--- config.mk ---
export PLATFORM = sky130hd
export DESIGN_NAME = fabric_config_loader
export DESIGN_NICKNAME = d
export VERILOG_FILES = /design/src/rtl/fabric_config_loader.sv
export SDC_FILE = /design/constraint.sdc
export NUM_CORES = 1
export LEC_CHECK = 0
export ABC_AREA = 1
export BUFFER_PORTS_ARGS = -buffer_cell sky130_fd_sc_hd__buf_2
export CORE_MARGIN = 10
export CORE_UTILIZATION = 35
export CTS_BUF_LIST = sky130_fd_sc_hd__clkbuf_4 sky130_fd_sc_hd__clkbuf_8
export CTS_CLUSTER_DIAMETER = 50
export CTS_CLUSTER_SIZE = 10
export DETAILED_ROUTE_END_ITERATION = 7
export HOLD_SLACK_MARGIN = 0.08
export SYNTH_ARGS = -nofsm -noshare
export SYNTH_HDL_FRONTEND = slang
export SYNTH_SLANG_ARGS = --single-unit
--- constraint.sdc ---
create_clock -name clock_i -period 1.9 [get_ports clock_i]
set_clock_uncertainty 0.2 [all_clocks]
set_input_delay 0.095 -clock clock_i [delete_from_list [all_inputs] [get_ports clock_i]]
set_output_delay 0.095 -clock clock_i [all_outputs]
set_load 0.01 [all_outputs]
--- src/rtl/fabric_config_loader.sv ---
// fabric_config_loader: assembles a serial LSB-first bit stream into tile frames, then
// switch-box frames, strobing each completed frame onto the shared configuration bus.
module fabric_config_loader #(
  parameter int NUM_TILES    = 4,
  parameter int NUM_SWITCHES = 4,
  parameter int TILE_BITS    = 33,
  parameter int SW_BITS      = 16
) (
  input  logic                    clock_i,
  input  logic                    reset_i,
  input  logic                    start_i,
  input  logic                    bit_in_i,
  input  logic                    bit_valid_i,
  output logic                    bit_ready_o,
  output logic [TILE_BITS-1:0]    cfg_data_o,
  output logic [NUM_TILES-1:0]    tile_we_o,
  output logic [NUM_SWITCHES-1:0] sw_we_o,
  output logic                    busy_o,
  output logic                    done_o
);
  localparam int BW = $clog2(TILE_BITS);
  localparam int MF = NUM_TILES > NUM_SWITCHES ? NUM_TILES : NUM_SWITCHES;
  localparam int IW = MF > 1 ? $clog2(MF) : 1;
  typedef enum logic [2:0] {IDLE, SHIFT_TILE, WRITE_TILE, SHIFT_SW, WRITE_SW} state_t;
  state_t               state_q, state_d;
  logic [TILE_BITS-1:0] cfg_q, cfg_d;
  logic [BW-1:0]        cnt_q, cnt_d;
  logic [IW-1:0]        idx_q, idx_d;
  logic                 done_q, done_d;
  logic                 shifting, last_bit;
  always_ff @(posedge clock_i) begin
    if (reset_i) begin
      state_q <= IDLE;
      cfg_q   <= '0;
      cnt_q   <= '0;
      idx_q   <= '0;
      done_q  <= 1'b0;
    end else begin
      state_q <= state_d;
      cfg_q   <= cfg_d;
      cnt_q   <= cnt_d;
      idx_q   <= idx_d;
      done_q  <= done_d;
    end
  end
  always_comb begin
    state_d  = state_q;
    cfg_d    = cfg_q;
    cnt_d    = cnt_q;
    idx_d    = idx_q;
    done_d   = done_q;
    shifting = state_q == SHIFT_TILE || state_q == SHIFT_SW;
    last_bit = cnt_q == (state_q == SHIFT_TILE ? BW'(TILE_BITS - 1) : BW'(SW_BITS - 1));
    case (state_q)
      IDLE: if (start_i) begin
        cfg_d   = '0;
        cnt_d   = '0;
        idx_d   = '0;
        done_d  = NUM_TILES == 0 && NUM_SWITCHES == 0;
        state_d = NUM_TILES > 0 ? SHIFT_TILE : NUM_SWITCHES > 0 ? SHIFT_SW : IDLE;
      end
      SHIFT_TILE, SHIFT_SW: if (bit_valid_i) begin
        cfg_d = cfg_q | (TILE_BITS'(bit_in_i) << cnt_q);
        cnt_d = last_bit ? cnt_q : cnt_q + BW'(1);
        if (last_bit) state_d = state_q == SHIFT_TILE ? WRITE_TILE : WRITE_SW;
      end
      WRITE_TILE: begin
        cfg_d = '0;
        cnt_d = '0;
        if (idx_q == IW'(NUM_TILES - 1)) begin
          idx_d   = '0;
          done_d  = NUM_SWITCHES == 0;
          state_d = NUM_SWITCHES > 0 ? SHIFT_SW : IDLE;
        end else begin
          idx_d   = idx_q + IW'(1);
          state_d = SHIFT_TILE;
        end
      end
      WRITE_SW: begin
        cfg_d = '0;
        cnt_d = '0;
        if (idx_q == IW'(NUM_SWITCHES - 1)) begin
          idx_d   = '0;
          done_d  = 1'b1;
          state_d = IDLE;
        end else begin
          idx_d   = idx_q + IW'(1);
          state_d = SHIFT_SW;
        end
      end
      default: state_d = IDLE;
    endcase
  end
  assign bit_ready_o = shifting;
  assign busy_o      = state_q != IDLE;
  assign done_o      = done_q;
  assign cfg_data_o  = cfg_q;
  assign tile_we_o   = state_q == WRITE_TILE ? NUM_TILES'(1) << idx_q : '0;
  assign sw_we_o     = state_q == WRITE_SW ? NUM_SWITCHES'(1) << idx_q : '0;
endmodule

After elaboration in Yosys (flattened, before gate mapping)
Index checks and enable logic that the tools add are counted.

storage, ports and cells
  bits in registers = 45
  bits of input ports = 5
  output and inout port bits = 44
  word-level logic and storage cells = 59

operators by class
  add/sub/neg operators = 2
  eq/ne operators = 12
  shift-type cells = 2
  muxes and demuxes = 24
  bitwise logic cells = 1
  reduce and logical (&&, ||, !) cells = 13

operator list
  operator                                          number
  case mux 33 bit (3 select lines)                  1
  2-to-1 mux 33 bit                                 2
  bitwise OR 33 bit                                 1
  << shifter 1 x 6 -> 33 bit                        1
  2-to-1 mux 6 bit                                  4
  case mux 6 bit (3 select lines)                   1
  2-to-1 mux 3 bit                                  4
  inequality test 2 bit (second input constant)     6
  case mux 3 bit (4 select lines)                   1
  nonzero test 3 bit                                3
  2-to-1 mux 2 bit                                  4
  2-to-1 mux 4 bit                                  2
  AND reduction 4 bit                               2
  adder 6 x 1 -> 6 bit (second input constant)      1
  == test 3 x 2 -> 1 bit (second input constant)    2
  == test 6 bit                                     1
  AND reduction 3 bit                               2
  case mux 2 bit (2 select lines)                   1
  OR reduction 2 bit                                2
  << shifter 1 x 2 -> 4 bit (first input constant)  1
  == test 3 x 1 -> 1 bit (second input constant)    1
  == test 3 bit (second input constant)             1
  logical NOT 3 bit                                 1
  2-to-1 mux 1 bit                                  3
  6 further kinds                                   6

Logic depth before layout (Yosys ltp)
  word-level depth = 6
  mapped depth = 10
  gate-level depth less buffers = 10

Least setup slack after synthesis
OpenSTA, ideal clock, no wires.

  path type = register to register
  start point = register state_q[2]
  end point = register cfg_q[0] (netlist: cfg_data_o[0])
  library setup time = 114 ps
  arrival time = 1253 ps
  required time = 1586 ps
  setup slack = 334 ps
  cell stages (with the launch flop) = 9
  path buffers = 1
  clock period less this slack = 1566 ps
  path through = dfxtp_1 inv_2 nor2_1 inv_1 nand2_4 nor2_4 buf_6 a21oi_1 nor2_1

between the ends
  word-level cells in the longest chain between the ends = 4
  elaborated cells on any way between the ends = 12
  classes of those cells = 6 x eq/ne; 1 x mux; 5 x reduce/logical

ends and longest elaborated chain
  item                                                                          RTL line  text
  from (decl)                                                                   25        state_t state_q, state_d;
  from (signal assigned)                                                        39        state_q <= state_d;
  == test 3 x 2 -> 1 bit, or another cell as far along                          54        case (state_q)
  OR reduction 2 bit, on equally long branches                                  -
  inequality test 2 bit (no line) / nonzero test 3 bit (equally long branches)  -
  AND reduction 3 bit (no line)                                                 -
  to (signal assigned)                                                          40        cfg_q <= cfg_d;
  to (decl)                                                                     26        logic [TILE_BITS-1:0] cfg_q, cfg_d;

Several ways; a longest one is shown, not always the timed one.
A chain may end at the register's enable or synchronous reset.

Final worst setup path
  start point = register state_q[2]
  end point = register cfg_q[17] (netlist: cfg_data_o[17])

Same word-level chain as after synthesis.

==> results.py <==
metrics = {
    "status": {
        "outcome": "finished clean",
    },
    "critical_path": {
        "arrival_ns": 1.75,
        "crit_path_max_fanout": 18,
        "worstPathCellList": "inv_2, nand3_2, nand2_2, nor2_4, nand2_4, nand2_4, buf_12, nor2_1",
        "required_ns": 1.90,
        "start_kind": "flip-flop",
        "critPathKind": "flip-flop to flip-flop",
        "crit_start": "state_q[2]$_SDFFE_PP0P_",
        "cp_common_cell": "nand2_4",
        "critPathSlowestCell": "dfxtp_1",
        "worstSetupEndpointType": "flip-flop",
        "reg2reg_from": "state_q[2]$_SDFFE_PP0P_",
        "slowest_delay_ns": 0.47,
    },
    "placement": {
        "port_buffers": 48,
        "hpwl_mm": 3.86,
        "place.gp.congestion": 0.856,
        "placed_area_mm2": 0.00237,
    },
    "timing": {
        "hold_viol_final": 0,
        "fin_crit_sh_pct": 91.9,
        "setup_tns_ns": 0,
        "worst_pin_slew_ns": 0.456,
        "maxSlewViolCount": 0,
        "fmax_ghz": 0.573,
        "setup_viol": 0,
        "max_slew_margin_pct": 69.3,
        "rsz0062_at_grt": "no",
        "min_period_ns": 1.75,
    },
    "detailed_routing": {
        "route.detailed.drc": 0,
        "drt_iter0_markers": 102,
        "wl_per_cell_um": 12.8,
        "vias": 1899,
        "via_per_inst": 4.76,
        "ant_nets": 0,
        "first_pass_iters": 4,
        "drt-total-wl_mm": 5.12,
    },
    "power": {
        "irDropWorstVdd_v": 0.000358,
        "pwr-share-clk_pct": 41.4,
        "total_leakage_power_nw": 1.16,
        "p_sw_share_pct": 25.8,
        "p_per_area_mw_per_mm2": 842,
        "seqPwrFrac_pct": 45.9,
        "p_switching_mw": 0.550,
        "p_int_mw": 1.58,
        "comb_power_share_pct": 12.8,
    },
    "global_route": {
        "grt_pass1_vias": 1908,
        "grt_overflow": 0,
        "grt_pass1_wl_mm": 8.71,
        "grt_max_degree": 19,
        "antenna_found_initial": 0,
        "grt_usage_pct": 11.7,
    },
    "floorplan": {
        "start_util_pct": 36.5,
        "core_area_mm2": 0.00557,
        "die_h_um": 96.3,
        "rows": 27,
        "die_area_mm2": 0.00927,
        "chipWidth_um": 96.3,
        "pin_count": 49,
    },
    "layout": {
        "area_growth_pct": 24.2,
        "diodes": 0,
        "drive_gt1_share_pct": 24.5,
        "regArea_um2": 902,
        "final_cell_mix": "nor2_1 (61), buf_2 (48), dfxtp_1 (44)",
        "multi_input_area_um2": 943,
        "post-route-cell-area_mm2": 0.00253,
        "nFillCells": 568,
        "final_common_cell": "nor2_1",
        "final_nets": 336,
    },
    "synth": {
        "ys_seq_area_share_pct": 44.3,
        "synth_ff_type": "dfxtp_1",
        "syn_nets": 281,
        "ys_ff_latch": 45,
        "avgSynthCellArea_um2": 7.51,
        "synthArstFlopShare_pct": 0,
        "ys_types": 25,
        "synth_edf_count": 0,
        "syn_area_mm2": 0.00204,
        "ys_warn_count": 0,
        "syn_inst": 271,
    },
    "cts": {
        "cts_buffers": 5,
        "cts_max_path_buffers": 2,
        "path_clk_slew_ns": 0.09,
        "clkLatencyLatePin_ns": 0.31,
        "clockRootBuffer": "clkbuf_8",
        "cts_tree": "yes",
        "ctsHtreeMaxLevel": 2,
        "cts_sinks": 45,
        "post_cts_buffers": 0,
    },
    "flow_run": {
        "maxCapViolations": 0,
    },
    "hold_path": {
        "min_from": "bit_valid_i",
        "min_path_type": "input pin to flip-flop",
    },
}
worst max-delay path, delay by kind of cell, from the launching register on:
kind,cells,cell delay [ns]
DFF,1,0.47
and+or+nand+nor,6,0.70
buffers and inverters,2,0.25
cells by family after synthesis:
group                    share of synthesized area [%]
AO/OA/AOI/OAI                                     12.4
XOR/XNOR                                          1.29
adder cells (fa/ha/maj)                           3.07
buffers and inverters                             9.40
flip-flops                                        44.3
AND/OR/NAND/NOR                                   29.6
repair_timing:
item	4_1_cts	5_1_grt
hold buffers	2	0
hold endpoints to repair	9	0
gates resized for setup	0	1
setup endpoints to repair	0	1
power groups by stage:
| stage | combinational, mW | clock (mW) | sequential, mW |
|---|---|---|---|
| final | 0.272 | 0.880 | 0.975 |
| after global routing | 0.301 | 0.926 | 0.978 |
| after CTS | 0.272 | 0.902 | 0.976 |
| after detailed placement | 0.267 | 0 | 0.998 |
| after global placement | 0.267 | 0 | 0.998 |
| after floorplan | 0.203 | 0 | 0.996 |
cells in the mapped netlist (3+ instances only):
| cell type | n | area [um2] |
|---|---|---|
| ha_1 | 5 | 62.6 |
| a21oi_1 | 41 | 205 |
| nand2_4 | 3 | 33.8 |
| inv_1 | 28 | 105 |
| nand3_1 | 15 | 75.1 |
| buf_6 | 5 | 56.3 |
| nand2_1 | 31 | 116 |
| nor3_1 | 7 | 35.0 |
| nor4_1 | 3 | 18.8 |
| nor2_1 | 61 | 229 |
| nor2_4 | 4 | 45.0 |
| nand3_2 | 3 | 30.0 |
| buf_2 | 3 | 15.0 |
| inv_2 | 3 | 11.3 |
| dfxtp_1 | 45 | 901 |
state kept, by name (all words and copies together), names as in the netlist:
signal,cells
cfg_data_o,33
done_o,1
state_q,3
idx_q,2
cnt_q,6
final cells by class:
cell class	instances	area share, %
Clock buffer	5	2.72
Multi-Input combinational cell	186	37.3
Sequential cell	45	35.7
Tap cell	72	3.56
Clock inverter	3	2.72
Inverter	31	4.60
Timing Repair Buffer	57	13.4
metrics by stage:
step / power (mW) / setup WS [ns] / util, % / hold slack (ns) / cells
floorplan: 1.20 / 0.334 / - / 0.186 / 271
global placement: 1.26 / 0.212 / 42.5 / 0.179 / 389
CTS: 2.15 / 0.144 / 45.3 / 0.123 / 399
global route: 2.21 / 0.0342 / 45.3 / 0.179 / 399
detailed placement: 1.27 / 0.168 / 42.5 / 0.185 / 389
finish: 2.13 / 0.155 / 45.3 / 0.125 / 399
worst paths after layout:
kind,endpoint,slack [ns],cells past startpoint
setup / recovery,cfg_data_o[17]$_SDFFE_PP0P_,0.15,8
hold reg to reg,done_o$_SDFFE_PP0P_,0.26,2
hold / removal,state_q[2]$_SDFFE_PP0P_,0.12,7
setup reg to reg,cfg_data_o[17]$_SDFFE_PP0P_,0.15,8
metal layers:
| layer | global-route usage, % | vias to the layer above | part of all wire (%) | wire length, um |
|---|---|---|---|---|
| met4 | 5.90 | 0 | 2.0 | 101 |
| met1 | 13.6 | 863 | 44 | 2250 |
| met5 | 0 | - | 0 | 0 |
| li1 | - | 988 | - | - |
| met2 | 18.7 | 41 | 47 | 2400 |
| met3 | 4.05 | 7 | 7.3 | 372 |
Power figures use the tool's default switching activity.
